$ cat config.mk
export PLATFORM = sky130hd
export DESIGN_NAME = ahb_arbiter
export DESIGN_NICKNAME = d
export VERILOG_FILES = /design/src/rtl/integration_pkg.sv /design/src/rtl/ahb_arb_pick.sv /design/src/rtl/ahb_arbiter.sv
export SDC_FILE = /design/constraint.sdc
export NUM_CORES = 1
export LEC_CHECK = 0
export ABC_AREA = 1
export CORE_MARGIN = 2
export CORE_UTILIZATION = 35
export DETAILED_ROUTE_END_ITERATION = 12
export GPL_TIMING_DRIVEN = 0
export REMOVE_ABC_BUFFERS = 1
export SETUP_SLACK_MARGIN = 0.3
export SLEW_MARGIN = 0
export SYNTH_ARGS = -nofsm -noshare
export SYNTH_HDL_FRONTEND = slang
export SYNTH_HIERARCHICAL = 1
export SYNTH_SLANG_ARGS = --single-unit
$ cat constraint.sdc
create_clock -name hclk -period 1.6 [get_ports hclk]
set_clock_uncertainty 0.1 [all_clocks]
set_input_delay 0.16 -clock hclk [delete_from_list [all_inputs] [get_ports hclk]]
set_output_delay 0.16 -clock hclk [all_outputs]
set_load 0.02 [all_outputs]
$ cat src/rtl/integration_pkg.sv
// Shared types and constants for the AHB integration slice: arbitration policy
// enum, default master count and an index-width helper.
package integration_pkg;

  typedef enum logic {
    ARB_FIXED       = 1'b0,
    ARB_ROUND_ROBIN = 1'b1
  } arb_mode_e;

  localparam int master_number = 4;

  // Index width for n masters; a single master still needs one bit.
  function automatic int idxWidth(input int n);
    return (n > 1) ? $clog2(n) : 1;
  endfunction

endpackage

$ cat src/rtl/ahb_arb_pick.sv
// Combinational next-owner search: lowest-index requester in fixed mode, or the
// first requester found cyclically from i_start in round-robin mode.
module ahb_arb_pick
  import integration_pkg::*;
#(
  parameter int N  = master_number,
  parameter int IW = idxWidth(N)
) (
  input  logic [N-1:0]  i_req,
  input  logic [IW-1:0] i_start,
  input  arb_mode_e     i_mode,
  output logic [IW-1:0] o_idx,
  output logic          o_valid
);

  logic [IW:0] w_pos;

  // Both searches run from the far end down so the last hit is the winner.
  always_comb begin
    o_idx   = '0;
    o_valid = 1'b0;
    w_pos   = '0;
    if (i_mode == ARB_FIXED) begin
      for (int i = N - 1; i >= 0; i--) begin
        if (i_req[i]) begin
          o_idx   = IW'(i);
          o_valid = 1'b1;
        end
      end
    end else begin
      for (int k = N - 1; k >= 0; k--) begin
        w_pos = {1'b0, i_start} + (IW + 1)'(k);
        if (w_pos >= (IW + 1)'(N)) begin
          w_pos = w_pos - (IW + 1)'(N);
        end
        if (i_req[w_pos[IW-1:0]]) begin
          o_idx   = w_pos[IW-1:0];
          o_valid = 1'b1;
        end
      end
    end
  end

endmodule

$ cat src/rtl/ahb_arbiter.sv
// AHB bus arbiter: registered grant index with lock hold, fixed-priority or
// round-robin selection with optional tenure limit, and hmaster lagging hgrant.
module ahb_arbiter
  import integration_pkg::*;
#(
  parameter int        MASTER_NUMBER = master_number,
  parameter arb_mode_e ARB_MODE      = ARB_FIXED,
  parameter int        MAX_TENURE    = 0
) (
  input  logic                     hclk,
  input  logic                     hreset,
  input  logic [MASTER_NUMBER-1:0] hbusreq,
  input  logic [MASTER_NUMBER-1:0] hlock,
  input  logic                     hready,
  output logic [MASTER_NUMBER-1:0] hgrant,
  output logic [3:0]               hmaster,
  output logic                     hmastlock
);

  localparam int IW             = idxWidth(MASTER_NUMBER);
  localparam int DEFAULT_MASTER = MASTER_NUMBER - 1;
  localparam int TW             = (MAX_TENURE > 0) ? $clog2(MAX_TENURE + 1) : 1;

  logic [IW-1:0] r_gntIdx;
  logic [3:0]    r_hmaster;
  logic [TW-1:0] r_tenure;

  logic [IW-1:0] w_start;
  logic [IW-1:0] w_pickIdx;
  logic          w_pickValid;
  logic          w_ownerReq;
  logic          w_locked;
  logic          w_expired;
  logic          w_regrant;
  logic [IW-1:0] w_nextIdx;
  logic [TW-1:0] w_nextTenure;

  // The grant index doubles as the rotation pointer: search begins just past it.
  assign w_start = (r_gntIdx == IW'(DEFAULT_MASTER)) ? '0 : r_gntIdx + 1'b1;

  ahb_arb_pick #(
    .N  (MASTER_NUMBER),
    .IW (IW)
  ) u_pick (
    .i_req   (hbusreq),
    .i_start (w_start),
    .i_mode  (ARB_MODE),
    .o_idx   (w_pickIdx),
    .o_valid (w_pickValid)
  );

  assign w_ownerReq = hbusreq[r_gntIdx];
  assign w_locked   = hlock[r_gntIdx] && w_ownerReq;
  assign w_expired  = (MAX_TENURE != 0) && (r_tenure == TW'(MAX_TENURE));
  assign w_regrant  = (ARB_MODE == ARB_ROUND_ROBIN) && !w_locked && w_expired;

  always_comb begin
    w_nextIdx    = IW'(DEFAULT_MASTER);
    w_nextTenure = '0;
    if (w_locked) begin
      w_nextIdx = r_gntIdx;
    end else if ((ARB_MODE == ARB_ROUND_ROBIN) && w_ownerReq && !w_expired) begin
      w_nextIdx = r_gntIdx;
    end else if (w_pickValid) begin
      w_nextIdx = w_pickIdx;
    end
    // An expired owner that wins again as sole requester starts a fresh tenure.
    if ((w_nextIdx == r_gntIdx) && !w_regrant) begin
      w_nextTenure = (r_tenure == TW'(MAX_TENURE)) ? r_tenure : r_tenure + 1'b1;
    end
  end

  always_ff @(posedge hclk or posedge hreset) begin
    if (hreset) begin
      r_gntIdx  <= IW'(DEFAULT_MASTER);
      r_hmaster <= 4'(DEFAULT_MASTER);
      r_tenure  <= '0;
    end else if (hready) begin
      r_gntIdx  <= w_nextIdx;
      r_hmaster <= 4'(r_gntIdx);
      r_tenure  <= w_nextTenure;
    end
  end

  assign hgrant    = MASTER_NUMBER'(1) << r_gntIdx;
  assign hmaster   = r_hmaster;
  assign hmastlock = hlock[r_gntIdx];

endmodule

======== Word-level counts from Yosys, hierarchy flattened ========
Cells that the tools add are included.
word-level totals
  register bits after elaboration ......... 4
  logic and storage cells ................. 20
  input bits .............................. 11
cells by class
  muxes and demuxes ....................... 13
  reduce and logical (&&, ||, !) cells .... 2
  bitwise gates (word level) .............. 1
  shift-type cells ........................ 1
  $lt $le $gt $ge ......................... 1
operator list
  operator                                                    number
  two-way mux 2 bit                                           5
  two-way mux 1 bit                                           6
  binary-select mux 1 bit (select 2 bit)                      2
  left shift 1 x 2 -> 4 bit, first input constant             1
  less-than comparator 2 x 3 -> 1 bit, second input constant  1
  AND reduction 2 bit                                         1
  logical AND 1 bit                                           1
  inverter 1 bit                                              1

======== Logic depth before layout (Yosys ltp) ========
  depth in word-level cells ............... 5
  depth in mapped cells ................... 16
  gate-level depth less buffers ........... 16

======== Hierarchy ========
Netlist, hierarchy kept.
modules (own cells, without submodules)
  module        area an instance (um2)  cells each  times used
  ahb_arbiter   356.6                   53          1
  ahb_arb_pick  246.5                   57          1

======== Worst setup path after synthesis ========
OpenSTA, ideal clock, no wires.
  path kind ............................... register to register
  start ................................... register r_gntIdx[0]
  end ..................................... register r_gntIdx[0]
  stages on the path, launching flop included .. 9
  data arrival time ....................... 1.148 ns
  slack ................................... 0.292 ns
  library setup time ...................... 0.060 ns
  path through ............................ dfstp_2 > inv_2 > nand2_2 > nand3_1 > nand2_2 > nand2_2 > nand2_2 > nand2_1 > nand2_1
between the ends
  cells in the longest elaborated chain, start to end .. 5
  elaborated cells between the ends (all ways) .. 7
  classes of those cells .................. mux: 4; bitwise: 1; reduce/logical: 2
ends and longest elaborated chain
  item                                    line               text
  start: declaration                      ahb_arbiter.sv:24  logic [IW-1:0] r_gntIdx;
  start signal: assignment                ahb_arbiter.sv:75  r_gntIdx <= IW'(DEFAULT_MASTER);
  start signal: assignment                ahb_arbiter.sv:79  r_gntIdx <= w_nextIdx;
  binary-select mux 1 bit (select 2 bit)  n/a
  two-way mux 1 bit                       n/a
  via hmastlock                           ahb_arbiter.sv:17  output logic hmastlock
  logical AND 1 bit                       ahb_arbiter.sv:53  assign w_locked = hlock[r_gntIdx] && w_ownerReq;
  inverter 1 bit (no line)                n/a
  AND reduction 2 bit (no line)           n/a
The timed path passes the listed nets, and every way through them passes these cells. The select of a mux whose other input is x is not followed.
A chain may end at the register's enable or synchronous reset.

======== Worst setup path in the final report ========
  start ................................... register r_gntIdx[0]
  end ..................................... output hmastlock
between the ends
  cells in the longest elaborated chain, start to end .. 2
ends and longest elaborated chain
  item                                     line               text
  binary-select mux 1 bit (select 2 bit)   ahb_arbiter.sv:87  assign hmastlock = hlock[r_gntIdx];
  two-way mux 1 bit (implied by the code)  ahb_arbiter.sv:87
  end: declaration                         ahb_arbiter.sv:17
Every way passes these cells. The select of a mux whose other input is x is not followed.

==> results.toml <==
[status]
outcome = "completed"

[synthesis]
netlist_instances = 110
ys_seq_area_share_pct = 17.4
syn_avg_cell_area_um2 = 5.48
yosysTopAreaCellShare_pct = 26.8
yosys_warnings = 6
synthTopCellsByArea = "nand2_1, dfstp_2, inv_1, nand3_1, ha_1"
synth_cell_types = 15
synth-seq-cells = 4
synth_area_um2 = 603
yosysTopAreaCell = "nand2_1"

[placed_design]
gp_congestion = 0.792
port_buffers = 17
dp_hpwl_um = 1110
place_inst = 144
placed_area_um2 = 790

[route]
first_iter_violations = 16
num_vias = 693
wl_um = 1420
antenna_left = 0
avgViaCountPerCell = 4.56
drtPass1Iterations = 4
drcViolationCount = 0
wl_per_cell_um = 9.36

[global_routing]
grt_max_degree = 9
grt_pass1_vias = 546
track_usage_pct = 15.2
antenna_found_initial = 0
grt_overflow = 0
grt_first_pass_wirelength_um = 2320

[pwr]
ir_worst_vdd_mv = 0.960
power_density_nw_per_um2 = 1940
p_int_mw = 0.819
swShare_pct = 51.8
combPwrFrac_pct = 80.0
p_leak_nw = 0.513
power.switching_mw = 0.882
clkPwrFrac_pct = 7.1
power_frac_seq_pct = 12.9

[worst_setup_path]
critPathMaxFanout = 5
worstSetupPathType = "reg -> out"
worst-path-buf-inv = 2
crit_path_start_kind = "flip-flop"
path_cells = "buf_6 -> nand2_2 -> nand3_2 -> nand2_2 -> buf_6"
worstPathRequired_ns = 1.34
critPathArrivalTime_ns = 1.23
endpoint_kind = "primary output"
critPathMaxStageDelay_ns = 0.59
cpLargestDelayFamily = "flip-flops"
critical-path-slowest-cell = "dfstp_2"

[finish]
drive_gt1_share_pct = 27.9
final_area_um2 = 877
antennaDiodeCount = 0
regArea_um2 = 105
stdcell_count = 152
nets = 153
nFillCells = 157
syn_to_final_growth_pct = 45.4
multi_input_comb_area_um2 = 435

[clock_tree]
clk_pin_slew_worst_paths_ns = 0.04
ctsRootBufferMaster = "clkbuf_4"
clockBufferDepth = 2
numCtsBuffers = 3
htree_num_levels = 1
cts_tree = "built"
clk_latency_ns = 0.22
cts_sinks = 4
ctsHoldBuffers = 0

[timing]
period_share_pct = 93.0
rsz0062_at_grt = "yes"
clock.fmax_mhz = 672
final_hold_viol_count = 0
drv_slew = 0
period_needed_ns = 1.49
whs_ns = 0.213
setup_viol = 0

[floorplan]
die_h_um = 45.5
boundaryPins = 20
dieArea_um2 = 2070
core_um2 = 1560
initial_core_util_pct = 38.7
rows = 14
die_w_um = 45.5

[flow_run]
drv_cap = 0

[min_path]
hp-class = "in -> async"
[power groups by stage]
stage          logic, mW  clock network, mW  registers, mW
2_1_floorplan      0.872                  0          0.234
3_3_place_gp        1.18                  0          0.231
3_5_place_dp        1.19                  0          0.231
4_1_cts             1.35              0.125          0.220
5_1_grt             1.53              0.132          0.226
6_report            1.36              0.121          0.219
[repair_timing]
item,in CTS,in global routing
setup endpoints to repair,9,7
pin swaps,3,2
resized for setup,41,2
buffers inserted,5,0
[state kept, by name (all words and copies together) (netlist names)]
signal	flops
hmaster	2
r_gntIdx	2
[worst reg2reg max path: stages, from the launching register on]
cell and delay [ns]:
dfstp_2 0.59, buf_6 0.13, nand2_2 0.04, nand3_2 0.05, nand2_2 0.06, buf_4 0.14, nand2_4 0.06, nand2_2 0.05
nand2_1 0.06, nand2_1 0.05
[layout by cell type, fill, tap and decap left out, drive strengths merged]
cell type,count
a21oi,3
and2,1
buf,10
clkbuf,3
clkdlybuf4s15,2
clkdlybuf4s50,10
conb,4
dfstp,4
ha,4
inv,21
nand2,50
nand3,14
nor2,9
o21ai,1
[path summary, 6_finish.rpt]
path | cells past startpoint | endpoint | from | slack [ns]
max in group asynchronous | 2 | r_gntIdx[1] | hreset | 1.16
setup / recovery | 5 | hmastlock | r_gntIdx[0] | 0.11
min in group hclk | 2 | hmaster[1] | hmaster[1] | 0.39
hold reg to reg | 2 | hmaster[1] | hmaster[1] | 0.39
hold / removal | 2 | hmaster[1] | hreset | 0.21
setup reg to reg | 9 | r_gntIdx[1] | r_gntIdx[0] | 0.20
[kinds of logic after synthesis]
| kind of cell | share of synthesized area (%) |
|---|---|
| fa+ha+maj | 8.30 |
| buf+inv | 15.6 |
| flops | 17.4 |
| compound gates | 3.32 |
| simple gates | 54.8 |
| other cells | 0.622 |
[synth_stat cells, drive strengths merged]
cell type	instances
nand2	50
inv	21
nand3	14
nor2	9
dfstp	4
ha	4
a21oi	3
buf	2
and2	1
conb	1
o21ai	1
[per-layer routing]
metal	up-vias	GRT usage [%]	share of wire, %	wire, µm
li1	376	-	-	-
met1	295	23.1	52	746
met2	22	21.4	42	597
met3	0	5.95	5.6	79
met4	0	0	0	0
met5	-	0	0	0
[stage by stage]
| stage | TNS, ns | total power, mW | setup slack [ns] | utilization [%] |
|---|---|---|---|---|
| after floorplan | 0 | 1.11 | 0.292 | - |
| final | 0 | 1.70 | 0.112 | 56.3 |
| after global placement | -0.599 | 1.41 | -0.218 | 50.6 |
| after global routing | 0 | 1.89 | 0.0643 | 56.3 |
| after CTS | 0 | 1.70 | 0.0990 | 55.8 |
| after detailed placement | -0.617 | 1.42 | -0.220 | 50.6 |
[layout make-up]
cell class                      instances  area share (%)
Clock buffer                            3            2.57
Inverter                               21            9.27
Multi-Input combinational cell         86            49.6
Sequential cell                         4            12.0
Tap cell                               16            2.28
Timing Repair Buffer                   22            24.3
Note: power is estimated with default switching activity, not from simulation.
